===== src/rtl/reg_bank_arbiter.sv =====
// Round-robin burst arbiter: two writers share one register bank.
// Accepted beats become a registered one-hot write strobe plus write data.
module reg_bank_arbiter #(
  parameter int unsigned DEPTH    = 8,
  parameter int unsigned AW       = 3,
  parameter int unsigned WIDTH    = 34,
  parameter int unsigned MAXBURST = 4
) (
  input  logic             C,
  input  logic             Rn,
  input  logic [1:0]       req,
  input  logic [AW-1:0]    addr0,
  input  logic [WIDTH-1:0] data0,
  input  logic             last0,
  input  logic [AW-1:0]    addr1,
  input  logic [WIDTH-1:0] data1,
  input  logic             last1,
  output logic [1:0]       gnt,
  output logic [DEPTH-1:0] we,
  output logic [WIDTH-1:0] wdata,
  output logic             err,
  output logic             busy
);

  localparam int unsigned CW = $clog2(MAXBURST) + 1;
  localparam logic [CW-1:0] LAST_CNT = CW'(MAXBURST - 1);

  localparam logic [1:0] S_IDLE = 2'd0;
  localparam logic [1:0] S_OWN0 = 2'd1;
  localparam logic [1:0] S_OWN1 = 2'd2;

  logic [1:0]       r_state;
  logic [CW-1:0]    r_cnt;
  logic             r_rr;
  logic [1:0]       r_gnt;
  logic             r_busy;
  logic [DEPTH-1:0] r_we;
  logic [WIDTH-1:0] r_wdata;
  logic             r_err;

  logic [1:0]       w_state_nxt;
  logic [CW-1:0]    w_cnt_nxt;
  logic             w_rr_nxt;
  logic [DEPTH-1:0] w_we_nxt;
  logic [WIDTH-1:0] w_wdata_nxt;
  logic             w_err_nxt;

  logic             w_own;
  logic             w_oth;
  logic             w_beat;
  logic [AW-1:0]    w_addr;
  logic [WIDTH-1:0] w_data;
  logic             w_last;
  logic             w_addr_ok;
  logic [1:0]       w_oth_state;

  // Current owner's beat signals; only meaningful while a grant is held.
  assign w_own       = r_gnt[1];
  assign w_oth       = ~w_own;
  assign w_beat      = |(req & r_gnt);
  assign w_addr      = w_own ? addr1 : addr0;
  assign w_data      = w_own ? data1 : data0;
  assign w_last      = w_own ? last1 : last0;
  assign w_addr_ok   = 32'(w_addr) < DEPTH;
  assign w_oth_state = w_own ? S_OWN0 : S_OWN1;

  always_comb begin
    w_state_nxt = r_state;
    w_cnt_nxt   = r_cnt;
    w_rr_nxt    = r_rr;
    w_we_nxt    = '0;
    w_wdata_nxt = r_wdata;
    w_err_nxt   = 1'b0;

    if (w_beat) begin
      if (w_addr_ok) begin
        w_we_nxt    = DEPTH'(1) << w_addr;
        w_wdata_nxt = w_data;
      end else begin
        w_err_nxt = 1'b1;
      end
    end

    case (r_state)
      S_IDLE: begin
        w_cnt_nxt = '0;
        if (req[0] && (!req[1] || !r_rr)) begin
          w_state_nxt = S_OWN0;
        end else if (req[1]) begin
          w_state_nxt = S_OWN1;
        end
      end
      S_OWN0, S_OWN1: begin
        if (!req[w_own]) begin
          // Owner dropped its request without a final beat.
          w_cnt_nxt   = '0;
          w_rr_nxt    = w_oth;
          w_state_nxt = req[w_oth] ? w_oth_state : S_IDLE;
        end else if (w_last || (r_cnt == LAST_CNT)) begin
          w_cnt_nxt   = '0;
          w_rr_nxt    = w_oth;
          w_state_nxt = req[w_oth] ? w_oth_state : r_state;
        end else begin
          w_cnt_nxt = r_cnt + CW'(1);
        end
      end
      default: begin
        w_state_nxt = S_IDLE;
        w_cnt_nxt   = '0;
      end
    endcase
  end

  // Grant and busy are registered decodes of the next state.
  always_ff @(posedge C or negedge Rn) begin
    if (!Rn) begin
      r_state <= S_IDLE;
      r_cnt   <= '0;
      r_rr    <= 1'b0;
      r_gnt   <= 2'b00;
      r_busy  <= 1'b0;
      r_we    <= '0;
      r_wdata <= '0;
      r_err   <= 1'b0;
    end else begin
      r_state <= w_state_nxt;
      r_cnt   <= w_cnt_nxt;
      r_rr    <= w_rr_nxt;
      r_gnt   <= {w_state_nxt == S_OWN1, w_state_nxt == S_OWN0};
      r_busy  <= w_state_nxt != S_IDLE;
      r_we    <= w_we_nxt;
      r_wdata <= w_wdata_nxt;
      r_err   <= w_err_nxt;
    end
  end

  assign gnt   = r_gnt;
  assign we    = r_we;
  assign wdata = r_wdata;
  assign err   = r_err;
  assign busy  = r_busy;

endmodule


===== config.mk =====
export PLATFORM = sky130hd
export DESIGN_NAME = reg_bank_arbiter
export DESIGN_NICKNAME = d
export VERILOG_FILES = /design/src/rtl/reg_bank_arbiter.sv
export SDC_FILE = /design/constraint.sdc
export NUM_CORES = 1
export LEC_CHECK = 0
export CORE_MARGIN = 5
export CORE_UTILIZATION = 40
export CTS_CLUSTER_SIZE = 30
export DETAILED_ROUTE_END_ITERATION = 7
export PLACE_DENSITY = 0.81
export SYNTH_ARGS = -nofsm -noshare
export SYNTH_HDL_FRONTEND = slang
export SYNTH_SLANG_ARGS = --single-unit

===== constraint.sdc =====
create_clock -name C -period 3.1 [get_ports C]
set_input_delay 0.465 -clock C [delete_from_list [all_inputs] [get_ports C]]
set_output_delay 0.465 -clock C [all_outputs]
set_load 0.005 [all_outputs]

# ---- Word level (Yosys, flattened, before mapping)
# Index checks and enable logic that the tools add are counted.
dict set report totals {
  in_bits 80
  reg_bits 51
  output_inout_bits 46
}
dict set report classes {
  muxes 21
  add_sub_neg 1
  n_reduce_logical 10
  shifts 1
  n_bitwise 2
  order_cmp 2
  eq_ne 6
}
# op n
set op_table {}
lappend op_table {{2-to-1 mux 34 bit} 1}
lappend op_table {{2-to-1 mux 2 bit} 7}
lappend op_table {{2-to-1 mux 3 bit} 4}
lappend op_table {{2-to-1 mux 8 bit} 1}
lappend op_table {{<< shifter 1 x 3 -> 8 bit, first input constant} 1}
lappend op_table {{2-to-1 mux 1 bit} 7}
lappend op_table {{equality test 2 x 1 -> 1 bit, second input constant} 2}
lappend op_table {{equality test 2 bit, second input constant} 2}
lappend op_table {{< comparator 1 x 2 -> 1 bit, second input constant} 2}
lappend op_table {{one-hot mux 2 bit (2 select lines)} 1}
lappend op_table {{OR reduction 2 bit} 2}
lappend op_table {{adder 3 x 1 -> 3 bit, second input constant} 1}
lappend op_table {{equality test 3 x 2 -> 1 bit, second input constant} 1}
lappend op_table {{bitwise AND 2 bit} 1}
lappend op_table {{logical NOT 1 bit} 2}
lappend op_table {{logical NOT 2 bit} 1}
lappend op_table {{logical OR 1 bit} 2}
lappend op_table {{!= test 2 x 1 -> 1 bit, second input constant} 1}
lappend op_table {{AND reduction 2 bit} 1}
lappend op_table {{nonzero test 2 bit} 1}
lappend op_table {{logical AND 1 bit} 1}
lappend op_table {{inverter 1 bit} 1}

# ---- Logic depth before layout (Yosys ltp)
# Gate-level depths: netlist (run 1).
dict set report depth {
  word_depth 8
  depth_mapped 7
  mapped_depth_nobuf 6
}

# ---- Least setup slack after synthesis (run 1)
# Ideal clock, no wire load.
dict set report synth_path {
  path_kind {flip-flop to flip-flop}
  from {register r_cnt[0]}
  to {register r_gnt[0] (netlist: gnt[0])}
  path_stages_with_launch 7
  slack_ns 1.369
  t_arrival_ns 1.650
  required_ns 3.020
  path_buffers 0
  path_cell_list {dfrtp_1 ha_1 ha_1 o21a_1 a22o_1 a221oi_4 nor3b_2}
}
dict set report synth_between {
  elab_chain_len 6
}
# item line
set synth_lines {}
lappend synth_lines {{from (decl)} 33} ;# logic [CW-1:0] r_cnt;
lappend synth_lines {{from (signal assigned)} 127} ;# r_cnt <= w_cnt_nxt;
lappend synth_lines {{equality test 3 x 2 -> 1 bit} 99} ;# end else if (w_last || (r_cnt == LAST_CNT)) begin
lappend synth_lines {{logical OR 1 bit} 99}
lappend synth_lines {{2-to-1 mux 2 bit} 99}
lappend synth_lines {{2-to-1 mux 2 bit} 94} ;# if (!req[w_own]) begin
lappend synth_lines {{one-hot mux 2 bit (2 select lines)} 84} ;# case (r_state)
lappend synth_lines {{equality test 2 x 1 -> 1 bit} 129} ;# r_gnt <= {w_state_nxt == S_OWN1, w_state_nxt == S_OWN0};
lappend synth_lines {{to (signal assigned)} 129}
lappend synth_lines {{to (decl)} 35} ;# logic [1:0] r_gnt;
# Every way passes these cells.
# A chain may end at the register's enable or synchronous reset.

# ---- Final worst setup path (run 1)
dict set report layout_path {
  from {register r_gnt[1] (netlist: gnt[1])}
  to {output gnt[1]}
}
# item line
set layout_rtl {}
lappend layout_rtl {{to (decl)} 18} ;# output logic [1:0] gnt,
# No word-level cell between the ends.

==> results of run 1 <==
## through the flow
stage                     hold WS [ps]  area, um2
after global routing             321.5       3797
final                            252.4       3797
after global placement           422.0       3714
after CTS                        272.3       3797
after detailed placement         434.1       3714
after floorplan                  169.4       2411
## kinds of logic after synthesis
family          count (synthesis)
compound gates                 53
fa+ha+maj                       4
buf+inv                        21
flops                          51
mux                            36
other cells                     1
simple gates                   66
## layout make-up
class	instances	area [um2]
Clock buffer	5	68.82
Clock inverter	3	15.01
Fill cell	520	2088
Inverter	7	26.28
Multi-Input combinational cell	160	1042
Sequential cell	51	1277
Tap cell	75	93.84
Timing Repair Buffer	129	1274
## power breakdown
group / leakage (uW) / switching, uW / internal, uW
sequential: 0.000648 / 166 / 924
clock: 0.0000477 / 205 / 155
combinational: 0.000924 / 570 / 794
## routing by layer
| layer | wire, um | global-route usage |
|---|---|---|
| met2 | 2892 | 0.2705 |
| met3 | 580 | 0.05738 |
| met5 | 0 | 0 |
| met4 | 91 | 0.04603 |
| met1 | 2431 | 0.1937 |
## worst max-delay path by stage
stage,to,slack [ps]
2_1_floorplan,gnt[0],1370
3_3_place_gp,gnt[0],970
3_5_place_dp,gnt[0],920
4_1_cts,gnt[1],1070
5_1_grt,gnt[1],990
6_report,gnt[1],1090
## placed cells by master (no fill, tap or decap)
| cell type | instances |
|---|---|
| a21oi_4 | 1 |
| o211ai_1 | 1 |
| or2_1 | 1 |
| mux2i_1 | 35 |
| inv_1 | 7 |
| a221oi_4 | 1 |
| mux2_4 | 1 |
| dfrtp_2 | 1 |
| and2_4 | 1 |
| clkinv_2 | 3 |
| clkbuf_8 | 5 |
| o32a_1 | 1 |
| and3_1 | 1 |
| buf_4 | 5 |
| nand2b_1 | 2 |
| clkdlybuf4s50_1 | 123 |
| o21ai_1 | 34 |
| nor3_1 | 1 |
| a22o_1 | 2 |
| nand3b_1 | 1 |
| and2_1 | 1 |
| a31oi_1 | 1 |
| o31ai_1 | 1 |
| o21a_1 | 1 |
| o2111ai_1 | 1 |
| nand2_1 | 38 |
| dfrtp_1 | 50 |
| buf_2 | 1 |
| nor3b_1 | 1 |
| o21ai_0 | 4 |
| nor2_1 | 16 |
| a21oi_1 | 3 |
| ha_1 | 4 |
| nor4b_1 | 1 |
| a32oi_1 | 2 |
| nor3b_2 | 1 |
| conb_1 | 1 |
| or3b_1 | 1 |
## worst register-to-register path, delay by kind of cell (launching register included)
| kind | cells | cell delay, ps |
|---|---|---|
| AOI/OAI and AO/OA | 3 | 780 |
| adders and majority gates | 2 | 420 |
| DFF | 1 | 390 |
| and+or+nand+nor | 1 | 220 |
## flip-flops by register name, summed over array words and instances, names as in the netlist
name,count
wdata,34
gnt,2
we,8
busy,1
r_state,2
r_rr,1
r_cnt,3
==> results.sh, run 1 <==
export IMPL_rows=28
export IMPL_via_per_inst=4.786
export IMPL_path_max_fanout=19
export IMPL_ys_async_sr_fraction=1.000
export IMPL_total_power_uw=2814
export IMPL_dpl_hpwl_um=4774
export IMPL_synth_compound_area_frac=0.1339
export IMPL_r2r_end="gnt[1]"
export IMPL_synth_top_family_by_area="multiplexers"
export IMPL_period_needed_ps=2007
export IMPL_setup_tns_ps=0
export IMPL_grt_remaining_overflow=0
export IMPL_synth_simple_area_share=0.1214
export IMPL_layout_nets=438
export IMPL_clkSinkCount=51
export IMPL_cts_resized_gates=0
export IMPL_slowest_delay_ps=660
export IMPL_dieHeight_um=87.64
export IMPL_clockRootBuffer="clkbuf_8"
export IMPL_vias=2058
export IMPL_antenna_found_initial=0
export IMPL_holdCritPathClass="input port to async pin"
export IMPL_tightest_slew_ps=810.5
export IMPL_worstPathArrival_ps=1540
export IMPL_leakagePower_uw=0.001620
export IMPL_drv_cap=0
export IMPL_cp_start_kind="flop"
export IMPL_cpMaxStageDelayCell="dfrtp_2"
export IMPL_clk_pin_slew_ps=90
export IMPL_portBuffers=124
export IMPL_grt_usage=0.1605
export IMPL_crit_family="flip-flops"
export IMPL_n_antenna_cell=0
export IMPL_drive_gt1_frac=0.05634
export IMPL_cts_inserted_buffers=5
export IMPL_post_route_util=0.6452
export IMPL_max_slew_margin=0.4597
export IMPL_path_buf_inv=1
export IMPL_period_share=0.6475
export IMPL_report_final_hold_viol_count=0
export IMPL_cellPowerDensity_nw_per_um2=741.0
export IMPL_die_area_um2=7680
export IMPL_post_cts_repair_setup_buffers=0
export IMPL_drt_initial_drc_count=43
export IMPL_worstReg2RegStart="r_cnt[0]"
export IMPL_synth_xor_area_frac=0
export IMPL_grt_max_degree=41
export IMPL_final_cell_count_no_fill=430
export IMPL_hold_buffers=0
export IMPL_rrSetupSlack_ps=1210
export IMPL_crit_path_end_kind="output pin"
export IMPL_cp_required_ps=2630
export IMPL_num_io_pins=126
export IMPL_ys_seq_area_frac=0.5293
export IMPL_place_ws_ps=919.3
export IMPL_cts_tree="yes"
export IMPL_path_cells="clkdlybuf4s50_1"
export IMPL_setup_viol_count_final=0
export IMPL_ys_top_cells_by_area="dfrtp_1 53%, mux2i_1 15%, o21ai_1 7.1%"
export IMPL_synth_top_area_frac=0.5293
export IMPL_ys_warnings_count=0
export IMPL_routed_wl_um=5995
export IMPL_cts_max_level=2
export IMPL_synth_fp_nets=316
export IMPL_place_inst=422
export IMPL_synth_edff_count=0
export IMPL_grt_pass1_wl_um=9708
export IMPL_synth_most_common_cell="dfrtp_1"
export IMPL_cp_startpoint="gnt[1]"
export IMPL_muxShareOfSynthArea=0.1515
export IMPL_gp_congestion=0.7440
export IMPL_synth_top_area_cell="dfrtp_1"
export IMPL_rr_worst_depth=6
export IMPL_critPathKind="flop to output pin"
export IMPL_worst_skew_pair_late_latency_ps=290
export IMPL_synth_avg_cell_area_um2=10.39
export IMPL_grt_pass1_vias=2055
export IMPL_ant_nets=0
export IMPL_ys_seq_elements=51
export IMPL_start_util=0.4097
export IMPL_synthAdderAreaFrac=0.02076
export IMPL_ys_top_cells_by_count="51 x dfrtp_1, 38 x nand2_1, 35 x mux2i_1"
export IMPL_rsz0062_at_grt="false"
export IMPL_core_um2=5886
export IMPL_cts_buffer_depth=2
export IMPL_dr_pass1_iters=4
export IMPL_die_w_um=87.64
export IMPL_finalMaxSlewViolations=0
export IMPL_synth_distinct_cells=36
export IMPL_status="completed"
export IMPL_worst_slack_ps=1093
export IMPL_synth_ff_type="dfrtp_1"
export IMPL_area_growth_syn_to_layout_pct=57.50
export IMPL_wl_per_cell_um=13.94
export IMPL_syn_area_um2=2411
export IMPL_cp_num_cells=1
export IMPL_skew_ps=2.293
export IMPL_fmax_ghz=0.4982
export IMPL_drc=0
export IMPL_syn_instance_count=232
export IMPL_peakVddDrop_v=0.0004046
Power figures use the tool's default switching activity.
==> run 2: changes to the inputs <==
==> constraint.sdc (replaced) <==
create_clock -name C -period 1.94 [get_ports C]
set_input_delay 0.291 -clock C [delete_from_list [all_inputs] [get_ports C]]
set_output_delay 0.291 -clock C [all_outputs]
set_load 0.005 [all_outputs]
==> run 2 against run 1 <==
Clock skew is 1.6 ps higher. Sequential power is 58% higher. Cell area is 2.0% higher. Critical path depth is 5 higher. Sequential share of layout area is 0.65 points lower. First-iteration DRC count is 49% higher. Critical endpoint is now gnt[0].
==> results.sh, run 2 (same netlist as run 1, synthesis figures left out) <==
export IMPL_n_antenna_cell=0
export IMPL_fillers=511
export IMPL_grt_util_met1=0.1744
export IMPL_power_share_switching=0.3277
export IMPL_dpl_hpwl_um=4971
export IMPL_crit_path_end_kind="flop"
export IMPL_fin_hold_ws_ps=403.6
export IMPL_ant_nets=0
export IMPL_cts_inserted_buffers=5
export IMPL_start_util=0.4097
export IMPL_clkSinkCount=51
export IMPL_worstPathArrival_ps=2030
export IMPL_grt_usage=0.1604
export IMPL_clkPwrFrac=0.121
export IMPL_p_comb_frac=0.502
export IMPL_critPathKind="flop to flop"
export IMPL_core_um2=5886
export IMPL_use_met3=0.06585
export IMPL_drive_gt1_frac=0.06667
export IMPL_via_per_inst=4.726
export IMPL_cts_max_level=2
export IMPL_clk_pin_slew_ps=80
export IMPL_status="completed"
export IMPL_slowest_delay_ps=390
export IMPL_die_area_um2=7680
export IMPL_worst_skew_pair_late_latency_ps=290
export IMPL_layout_commonest_cell="clkdlybuf4s50_1"
export IMPL_routed_wl_um=5962
export IMPL_cpMaxStageDelayCell="dfrtp_1"
export IMPL_path_max_fanout=4
export IMPL_leakagePower_uw=0.001651
export IMPL_switchingPower_uw=1492
export IMPL_holdCritPathClass="input port to async pin"
export IMPL_dr_pass1_iters=4
export IMPL_drv_cap=0
export IMPL_busiest_layer="met2"
export IMPL_grt_pass1_wl_um=9666
export IMPL_dieHeight_um=87.64
export IMPL_cp_start_kind="flop"
export IMPL_fmax_ghz=0.5504
export IMPL_grt_max_degree=43
export IMPL_die_w_um=87.64
export IMPL_cts_buffer_depth=2
export IMPL_final_area_um2=3872
export IMPL_skew_ps=3.853
export IMPL_largest_reg_flops=34
export IMPL_period_share=0.9366
export IMPL_path_cells="ha_1 > ha_2 > o21a_1 > a22o_1 > a221oi_4 > nor3b_2"
export IMPL_p_int_uw=3061
export IMPL_cp_required_ps=2160
export IMPL_portBuffers=124
export IMPL_peakVddDrop_v=0.0005703
export IMPL_rrSetupSlack_ps=120
export IMPL_setup_viol_count_final=0
export IMPL_area_growth_syn_to_layout_pct=60.61
export IMPL_vias=2056
export IMPL_clockRootBuffer="clkbuf_8"
export IMPL_finalMaxSlewViolations=0
export IMPL_place_area_um2=3776
export IMPL_rows=28
export IMPL_power_frac_seq=0.377
export IMPL_layout_nets=444
export IMPL_drt_initial_drc_count=64
export IMPL_grt_remaining_overflow=0
export IMPL_num_io_pins=126
export IMPL_grt_pass1_vias=2151
export IMPL_antenna_found_initial=0
export IMPL_path_buf_inv=0
export IMPL_cts_tree="yes"
export IMPL_rsz0062_at_grt="false"
export IMPL_crit_family="compound AO/OA/AOI/OAI gates"
export IMPL_cellPowerDensity_nw_per_um2=1176
export IMPL_wl_per_cell_um=13.71
export IMPL_report_final_hold_viol_count=0
export IMPL_gp_congestion=0.7596
export IMPL_drc=0
export IMPL_final_cell_mix="123 x clkdlybuf4s50_1, 50 x dfrtp_1, 38 x nand2_1"
export IMPL_met2_usage=0.2918
export IMPL_period_needed_ps=1817
## run 2: cell types whose count changed in the layout (fill, tap and decap cells not counted)
cell and delta:
a32oi_1 -1, a32oi_2 +1, dlygate4sd3_1 +1, clkbuf_1 +2, buf_12 +2, clkinv_2 -3
ha_1 -1, buf_4 +3, ha_2 +1
## run 2: final cells by class
cell class | count | area (um2) | share of cell area
clock buffer | 7 | 76.32 | 0.01971
inverter | 7 | 26.28 | 0.006785
multi-input combinational | 160 | 1052 | 0.2717
sequential | 51 | 1277 | 0.3299
tap | 75 | 93.84 | 0.02423
timing repair buffer | 135 | 1346 | 0.3477
## run 2: power groups by stage
stage	sequential [uW]	combinational [uW]	clock (uW)
5_1_grt	1780	2530	624
3_5_place_dp	1740	2310	0
2_1_floorplan	1730	1090	0
4_1_cts	1720	2320	578
6_report	1720	2290	550
3_3_place_gp	1720	2250	0
## run 2: final timing paths
check | to | cells after the start | startpoint
worst max-delay path | gnt[0] | 6 | r_cnt[0]
worst min-delay path | wdata[2] | 2 | Rn
worst max register to register | gnt[0] | 6 | r_cnt[0]
worst min register to register | r_cnt[0] | 1 | r_cnt[0]
max in group asynchronous | wdata[28] | 3 | Rn
min in group C | r_cnt[0] | 1 | r_cnt[0]
## run 2: stage by stage
stage / total power [uW] / utilization / setup slack [ps] / setup TNS, ps / std cells
6_report: 4553 / 0.6580 / 123.1 / 0 / 435
4_1_cts: 4616 / 0.6563 / 37.62 / 0 / 435
5_1_grt: 4934 / 0.6580 / 8.567 / 0 / 435
3_3_place_gp: 3974 / 0.6416 / 47.29 / 0 / 427
2_1_floorplan: 2820 / - / 209.3 / 0 / 232
3_5_place_dp: 4050 / 0.6416 / -1.362 / -1.362 / 427
## run 2: layer usage
layer  routed length [um]  vias to the layer above
met2                 3046                       73
li1                     -                     1051
met3                  550                        4
met5                    0                        -
met1                 2315                      928
met4                   49                        0
## run 2: timing repair
action | 4_1_cts | 5_1_grt
endpoints found under the hold margin | 9 | 0
gates resized for setup | 0 | 2
setup endpoints to repair | 0 | 3
hold buffers | 1 | 0
buffers inserted | 0 | 0
